### src/rtl/prom_pkg.sv
// Shared widths, state encoding and reset constants for the PROM reader and
// the PROM shadowing loader that will reuse its wait timer.
package prom_pkg;

    localparam int PROM_ADDR_W = 8;
    localparam int PROM_NIB_W  = 4;
    localparam int PROM_DATA_W = 2 * PROM_NIB_W;
    localparam int PROM_CNT_W  = 9;

    localparam logic PROM_CE_N_RST = 1'b1;

    typedef enum logic [1:0] {
        IDLE,
        WAIT,
        OUT
    } prom_state_t;

endpackage

### src/rtl/prom_wait_timer.sv
// 8-bit down counter with synchronous load and a zero flag; it times the
// PROM access window and stops at zero rather than wrapping.
module prom_wait_timer (
    input  logic       clk,
    input  logic       rst_n,
    input  logic       i_load,
    input  logic [7:0] i_load_val,
    input  logic       i_dec,
    output logic       o_zero
);

    logic [7:0] r_count;

    always_ff @(posedge clk) begin
        if (!rst_n) begin
            r_count <= 8'd0;
        end else if (i_load) begin
            r_count <= i_load_val;
        end else if (i_dec && (r_count != 8'd0)) begin
            r_count <= r_count - 8'd1;
        end
    end

    assign o_zero = (r_count == 8'd0);

endmodule

### src/rtl/prom_reader.sv
// Burst read master for two 256x4 bipolar PROMs used as one 256x8 array,
// streaming each assembled byte with its address and a running checksum.
module prom_reader
    import prom_pkg::*;
#(
    parameter int ACCESS_CYCLES = 8
) (
    input  logic                   clk,
    input  logic                   rst_n,
    input  logic                   i_start,
    input  logic [PROM_ADDR_W-1:0] i_start_addr,
    input  logic [PROM_CNT_W-1:0]  i_count,
    output logic [PROM_ADDR_W-1:0] o_prom_addr,
    output logic                   o_prom_ce_n,
    input  logic [PROM_NIB_W-1:0]  i_prom_d_hi,
    input  logic [PROM_NIB_W-1:0]  i_prom_d_lo,
    output logic                   o_out_valid,
    input  logic                   i_out_ready,
    output logic [PROM_DATA_W-1:0] o_out_data,
    output logic [PROM_ADDR_W-1:0] o_out_addr,
    output logic                   o_busy,
    output logic                   o_done,
    output logic [PROM_DATA_W-1:0] o_checksum
);

    // Timer reload leaves ACCESS_CYCLES full periods between address setup and capture.
    localparam logic [7:0] WAIT_RELOAD = 8'(ACCESS_CYCLES - 1);

    prom_state_t r_state;
    prom_state_t w_next_state;

    logic [PROM_ADDR_W-1:0] r_prom_addr;
    logic                   r_prom_ce_n;
    logic                   r_out_valid;
    logic [PROM_DATA_W-1:0] r_out_data;
    logic [PROM_ADDR_W-1:0] r_out_addr;
    logic                   r_busy;
    logic                   r_done;
    logic [PROM_DATA_W-1:0] r_checksum;
    logic [PROM_CNT_W-1:0]  r_remaining;

    logic                   w_timer_zero;
    logic                   w_start_burst;
    logic                   w_start_empty;
    logic                   w_capture;
    logic                   w_handshake;
    logic                   w_last;
    logic                   w_reload;
    logic [PROM_DATA_W-1:0] w_byte;

    assign w_byte = {i_prom_d_hi, i_prom_d_lo};

    prom_wait_timer u_wait_timer (
        .clk        (clk),
        .rst_n      (rst_n),
        .i_load     (w_reload),
        .i_load_val (WAIT_RELOAD),
        .i_dec      (r_state == WAIT),
        .o_zero     (w_timer_zero)
    );

    always_ff @(posedge clk) begin
        if (!rst_n) begin
            r_state <= IDLE;
        end else begin
            r_state <= w_next_state;
        end
    end

    always_comb begin
        w_next_state = r_state;
        case (r_state)
            IDLE: if (w_start_burst) w_next_state = WAIT;
            WAIT: if (w_timer_zero)  w_next_state = OUT;
            OUT: begin
                if (w_handshake) w_next_state = w_last ? IDLE : WAIT;
            end
            default: w_next_state = IDLE;
        endcase
    end

    always_comb begin
        w_start_burst = 1'b0;
        w_start_empty = 1'b0;
        w_capture     = 1'b0;
        w_handshake   = 1'b0;
        w_last        = 1'b0;
        case (r_state)
            IDLE: begin
                w_start_burst = i_start && (i_count != '0);
                w_start_empty = i_start && (i_count == '0);
            end
            WAIT: w_capture = w_timer_zero;
            OUT: begin
                w_handshake = r_out_valid && i_out_ready;
                w_last      = w_handshake && (r_remaining == 9'd1);
            end
            default: ;
        endcase
        w_reload = w_start_burst || (w_handshake && !w_last);
    end

    // Address and CE only move on burst start and after a handshake, so they
    // stay stable for the whole access window and while a byte is offered.
    always_ff @(posedge clk) begin
        if (!rst_n) begin
            r_prom_addr <= '0;
            r_prom_ce_n <= PROM_CE_N_RST;
            r_out_valid <= 1'b0;
            r_out_data  <= '0;
            r_out_addr  <= '0;
            r_busy      <= 1'b0;
            r_done      <= 1'b0;
            r_checksum  <= '0;
            r_remaining <= '0;
        end else begin
            r_done <= w_start_empty || w_last;
            if (w_start_empty) begin
                r_checksum <= '0;
            end
            if (w_start_burst) begin
                r_prom_addr <= i_start_addr;
                r_prom_ce_n <= 1'b0;
                r_remaining <= i_count;
                r_checksum  <= '0;
                r_busy      <= 1'b1;
            end
            if (w_capture) begin
                r_out_data  <= w_byte;
                r_out_addr  <= r_prom_addr;
                r_checksum  <= r_checksum + w_byte;
                r_out_valid <= 1'b1;
            end
            if (w_handshake) begin
                r_out_valid <= 1'b0;
                if (w_last) begin
                    r_prom_ce_n <= 1'b1;
                    r_busy      <= 1'b0;
                end else begin
                    r_prom_addr <= r_prom_addr + 8'd1;
                    r_remaining <= r_remaining - 9'd1;
                end
            end
        end
    end

    assign o_prom_addr = r_prom_addr;
    assign o_prom_ce_n = r_prom_ce_n;
    assign o_out_valid = r_out_valid;
    assign o_out_data  = r_out_data;
    assign o_out_addr  = r_out_addr;
    assign o_busy      = r_busy;
    assign o_done      = r_done;
    assign o_checksum  = r_checksum;

endmodule

### config.mk
export PLATFORM = sky130hd
export DESIGN_NAME = prom_reader
export DESIGN_NICKNAME = d
export VERILOG_FILES = /design/src/rtl/prom_pkg.sv /design/src/rtl/prom_wait_timer.sv /design/src/rtl/prom_reader.sv
export SDC_FILE = /design/constraint.sdc
export NUM_CORES = 1
export LEC_CHECK = 0
export CAP_MARGIN = 20
export CORE_ASPECT_RATIO = 0.5
export CORE_MARGIN = 3
export CORE_UTILIZATION = 24
export CTS_CLUSTER_DIAMETER = 30
export DETAILED_ROUTE_END_ITERATION = 16
export HOLD_SLACK_MARGIN = 0.06
export SETUP_SLACK_MARGIN = 0.1
export SLEW_MARGIN = 15
export SYNTH_ARGS = -nofsm -noshare
export SYNTH_HDL_FRONTEND = slang
export SYNTH_SLANG_ARGS = --single-unit
export TNS_END_PERCENT = 1
### constraint.sdc
create_clock -name clk -period 5.4 [get_ports clk]
set_input_delay 1.08 -clock clk [delete_from_list [all_inputs] [get_ports clk]]
set_output_delay 1.08 -clock clk [all_outputs]
set_load 0.01 [all_outputs]
* Word level (Yosys, flattened, before mapping)
Index checks and enable logic that the tools add are counted.
** Operators by class
- Add/subtract/negate cells :: 4
- Eq/ne operators :: 6
- Multiplexer cells :: 27
- Bitwise logic cells :: 1
- Reductions and logical operators :: 19
** Operators with widths (number)
- 8-bit two-way mux :: 6
- 9-bit two-way mux :: 3
- 1-bit two-way mux :: 12
- 9-bit by 1-bit equality test with 1-bit output, second input constant :: 1
- 9-bit logical NOT :: 1
- 9-bit nonzero test :: 1
- 9-bit by 1-bit subtractor with 9-bit output, second input constant :: 1
- 8-bit by 1-bit adder with 8-bit output, second input constant :: 1
- 8-bit adder :: 1
- 8-bit logical NOT :: 1
- 8-bit nonzero test :: 1
- 8-bit by 1-bit subtractor with 8-bit output, second input constant :: 1
- 1-bit logical AND :: 6
- 2-bit two-way mux :: 3
- 3-bit two-way mux :: 2
- 2-bit != test, second input constant :: 3
- 2-bit case mux with 3 select lines :: 1
- 2-bit OR reduction :: 2
- 3-bit AND reduction :: 1
- 3-bit nonzero test :: 1
- 2-bit by 1-bit equality test with 1-bit output, second input constant :: 1
- 2-bit equality test, second input constant :: 1
- 2-bit logical NOT :: 1
- 1-bit logical OR :: 2
- 3 further kinds :: 3
** Word-level totals
- Register bits after elaboration :: 55
- Bits of input ports :: 29
- Output and inout port bits :: 36
- Word-level logic and storage cells :: 69

* Logic depth before layout (Yosys ltp)
- Depth after elaboration :: 7
- Gate-level depth with buffers :: 9
- Depth with buffers taken out :: 8

* Cells and area by module
Synthesis repeated with hierarchy kept, for this count alone.
** Second synthesis, totals
- Cell total of the unflattened synthesis :: 349
- Area total of the unflattened synthesis :: 2844.0 um^2
** By module, submodules not included
- prom_reader :: times used 1, cells an instance 291, area each 2336.0 um^2, seq. area each 940.9 um^2
- prom_wait_timer :: times used 1, cells an instance 58, area each 508.0 um^2, seq. area each 160.2 um^2

* Least setup slack after synthesis
OpenSTA, ideal clock, no wires.
- Kind :: input to register
- Start :: input i_count[5]
- End :: register r_prom_addr[5] (netlist: o_prom_addr[5])
- Setup time :: 0.126 ns
- Arrival :: 2.550 ns
- Required time :: 5.274 ns
- Slack :: 2.724 ns
- Stages on the path :: 6
- Buffers on the path :: 2
- Cell sequence :: or4_1 o31a_1 buf_2 buf_2 a221oi_1 nor2_2
** Between the ends
- Longest elaborated chain between the ends :: 6
** RTL lines
- start: declaration :: line prom_reader.sv:12 : input logic [PROM_CNT_W-1:0] i_count,
- 9-bit nonzero test * :: line prom_reader.sv:90 : w_start_burst = i_start && (i_count != '0);
- 1-bit logical AND * :: line prom_reader.sv:90
- 1-bit two-way mux * :: line prom_reader.sv:88 : case (r_state)
- 8-bit two-way mux * :: line prom_reader.sv:121 : if (w_start_burst) begin
- 8-bit two-way mux :: line prom_reader.sv:136 : if (w_last) begin
- 8-bit two-way mux * :: line prom_reader.sv:134 : if (w_handshake) begin
- end signal: assignment :: line prom_reader.sv:122 : r_prom_addr <= i_start_addr;
- end signal: assignment :: line prom_reader.sv:140 : r_prom_addr <= r_prom_addr + 8'd1;
- end: declaration :: line prom_reader.sv:32 : logic [PROM_ADDR_W-1:0] r_prom_addr;
Mark *: on every way between the ends. The rest lies on a longest branch, timed or not.
A chain may end at the register's enable or synchronous reset.

* Final worst setup path
- Start :: input i_start
- End :: register r_prom_addr[5] (netlist: o_prom_addr[5])
** Between the ends
- Longest elaborated chain between the ends :: 5
** RTL lines
- start: declaration :: line prom_reader.sv:10 : input logic i_start,
- 1-bit logical AND * :: line prom_reader.sv:90
- 1-bit two-way mux * :: line prom_reader.sv:88
- 8-bit two-way mux * :: line prom_reader.sv:121
- 8-bit two-way mux :: line prom_reader.sv:136
- 8-bit two-way mux * :: line prom_reader.sv:134
Marks and branches as above.

==> results.md <==
- Outcome: completed
- Critical path startpoint: i_start
- Flops & latches, synth: 55
- Pwr Density: 286 mW/mm^2
- H-tree levels: 2
- Fin. max-slew vios: 0
- Pleak: 1.32 nW
- VDD IR max: 0.000143 V
- Most common cell after layout, fill and taps aside: clkdlybuf4s50_1
- # port buffers: 64
- CTS resizes: 0
- Largest net degree at the start of global routing: 46
- Global-route wire length before repair: 12000 um
- Clock Path Buffers: 2
- Synth Area in Simple Gates: 25.6%
- Largest family of logic cells by synthesized area: simple AND/OR/NAND/NOR gates
- Via density: 4.67
- WHS: 454 ps
- Total Routing Usage GR: 11.4%
- Setup_tns: 0 ps
- Die Area: 0.0128 sq mm
- Crit path arrival time: 3750 ps
- Sequential area share after synthesis: 40.1%
- DRT iter0 DRCs: 150
- Total wire length: 7190 um
- TritonRoute pass-1 iters: 4
- Syn. warnings: 0
- DP Wirelength: 5190 um
- Total number of vias: 2487
- Synth Flop Type: dfxtp_1
- Post-Synth XOR/XNOR Area: 3.83%
- Root buf cell: clkbuf_16
- Vias in the first global route: 2451
- Util after Layout: 34.1%
- Antenna violations before repair: 0
- Number of synthesized flops with an enable pin: 0
- RePlAce Congestion: 0.821
- CTS tree: yes
- CP startpoint kind: input port
- Worst r2r path cells: 6
- R2r endpoint: o_prom_addr[5]$_SDFF_PN0_
- Final Instance Area: 0.00364 sq mm
- Area Overhead vs Synth: 32.6%
- RSZ-0062 raised after global routing: no
- Yosys top cell area share: 40.1%
- CP Max Fanout: 17
- Worst setup EP type: flip-flop
- Mapped Area: 0.00275 sq mm
- Clock latency on the worst-skew pair: 290 ps
- Yosys cell types: 49
- Detail-routed net length per standard cell: 13.5 um
- Async set-or-reset flop fraction in the synthesized netlist: 0%
- Final min period: 3600 ps
- Final period util: 66.6%
- Total setup buffers inserted after CTS: 0
- Worst r2r src: r_state[0]$_SDFFE_PN0P_
- Complex-gate fraction of the synthesized area: 18.8%
- Cells after Synth: 336
- CTS Buf Count: 5
- Post-route DRC: 0
- Hold Crit Class: reg2reg
- Fmax: 0.278 GHz
- Reg clk slew, reported paths: 70 ps
- Syn nets: 378
- Placed Area: 0.00349 sq mm
- Final Hold Vio Count: 0
- Cell taking the most area after synthesis: dfxtp_1
- Req. time, crit path: 5560 ps
- Clock skew: 5.18 ps
- CTS Hold Buffers Added: 0
- Boundary Pins: 65
- Leading post-synthesis cells by cell area: dfxtp_1, a21oi_1, nand2_1
- Die width: 157 um
- WS Path Type: in2reg
- Max-cap viol count: 0
- Core area: 0.0107 sq mm
- Total gr overflow: 0
- Setup-failing EPs final: 0
- Worst-margin pin slew: 835 ps
- Clock sinks: 55
- Crit path to: o_prom_addr[5]$_SDFF_PN0_
- Site row count: 26
- Diode count: 0
- Initial core utilization: 25.7%
- Slew margin rel.: 44.2%
- Mean post-synth cell area: 8.17 sq um
- Final #Nets: 434
- Post-synthesis adder-cell area fraction: 6.20%
- Post-synthesis mux area share: 1.46%
- Die height: 81.6 um
- Most frequent cells in the layout: clkdlybuf4s50_1, dfxtp_1, nand2_1
- Routed Antenna Nets: 0
- Setup slack, reg-to-reg: 2680 ps
- Share of cells above drive strength 1: 6.36%
==> layer usage <==
layer / GRT usage (%) / up-vias / part of all wire [%]
met1: 15.8 / 1152 / 51
met3: 2.21 / 4 / 3.9
li1: - / 1289 / -
met4: 2.86 / 0 / 0.96
met5: 0 / - / 0
met2: 18.3 / 42 / 45
==> cell usage after synthesis (2+ instances only) <==
master	instances
nand2_1	54
o21ai_2	6
nor3b_1	5
nand3_1	16
nand2b_1	3
dfxtp_1	55
a21oi_1	45
a31oi_1	3
xor2_1	8
clkbuf_1	10
or3_1	2
and3_1	6
o21ai_0	5
xnor2_1	4
a221oi_1	7
mux2i_1	4
nand4b_1	2
a21o_1	2
inv_1	7
nor4_1	2
nand3b_1	2
nor2_1	31
ha_1	12
nor2b_1	4
or2_2	3
nor3_1	8
or4_1	2
a211oi_1	2
buf_2	5
o31a_1	2
==> worst min path at each step <==
| stage | start | to | slack [ps] | cells after the start |
|---|---|---|---|---|
| 3_5_place_dp | o_out_data[4]$_SDFFE_PN0P_ | o_out_data[4]$_SDFFE_PN0P_ | 450 | 2 |
| 2_1_floorplan | u_wait_timer.r_count[5]$_SDFFE_PP0P_ | u_wait_timer.r_count[5]$_SDFFE_PP0P_ | 480 | 2 |
| 5_1_grt | o_out_data[3]$_SDFFE_PN0P_ | o_out_data[3]$_SDFFE_PN0P_ | 480 | 2 |
| 3_3_place_gp | o_out_data[5]$_SDFFE_PN0P_ | o_out_data[5]$_SDFFE_PN0P_ | 440 | 2 |
| 4_1_cts | o_out_data[4]$_SDFFE_PN0P_ | o_out_data[4]$_SDFFE_PN0P_ | 460 | 2 |
| 6_report | o_out_addr[4]$_SDFFE_PN0P_ | o_out_addr[4]$_SDFFE_PN0P_ | 450 | 2 |
==> critical path, cell delays in order <==
cell and delay [ps]:
clkdlybuf4s50_1 470, nor3b_2 430, o31a_1 670, or2_0 640, o21ai_2 100, a221oi_1 310, nor2_2 50
==> through the flow <==
stage / worst slack [ps] / power [W] / std cells
4_1_cts: 1790 / 0.00106 / 533
3_3_place_gp: 1550 / 0.000728 / 525
6_report: 1800 / 0.00104 / 533
5_1_grt: 1530 / 0.00110 / 533
2_1_floorplan: 2720 / 0.000635 / 336
3_5_place_dp: 1490 / 0.000729 / 525
==> kinds of logic after synthesis <==
kind of cell / Yosys count
adders and majority gates: 13
muxes: 4
AOI/OAI and AO/OA: 81
and+or+nand+nor: 146
DFF: 55
buffers and inverters: 25
xor gates and xnor gates: 12
==> area by class of cell <==
class	count	area [sq um]
fillers	1103	7030
clock inverters	3	20.0
flip-flops and latches	55	1100
multi-input cells	256	1530
repair buffers	66	656
well taps	140	175
clock buffers	5	125
inverters	8	30.0
==> registers in the layout, summed over array words and instances (netlist names) <==
signal,count
o_prom_addr,8
o_out_data,8
o_busy,1
r_remaining,9
o_done,1
o_prom_ce_n,1
o_out_addr,8
u_wait_timer.r_count,8
o_checksum,8
o_out_valid,1
r_state,2
==> power breakdown <==
group	total, W	switching (W)	internal [W]
clock network	0.000323	0.000151	0.000171
registers	0.000469	0.0000307	0.000438
logic	0.000251	0.000135	0.000116
total	0.00104	0.000317	0.000726
Power figures use the tool's default switching activity.
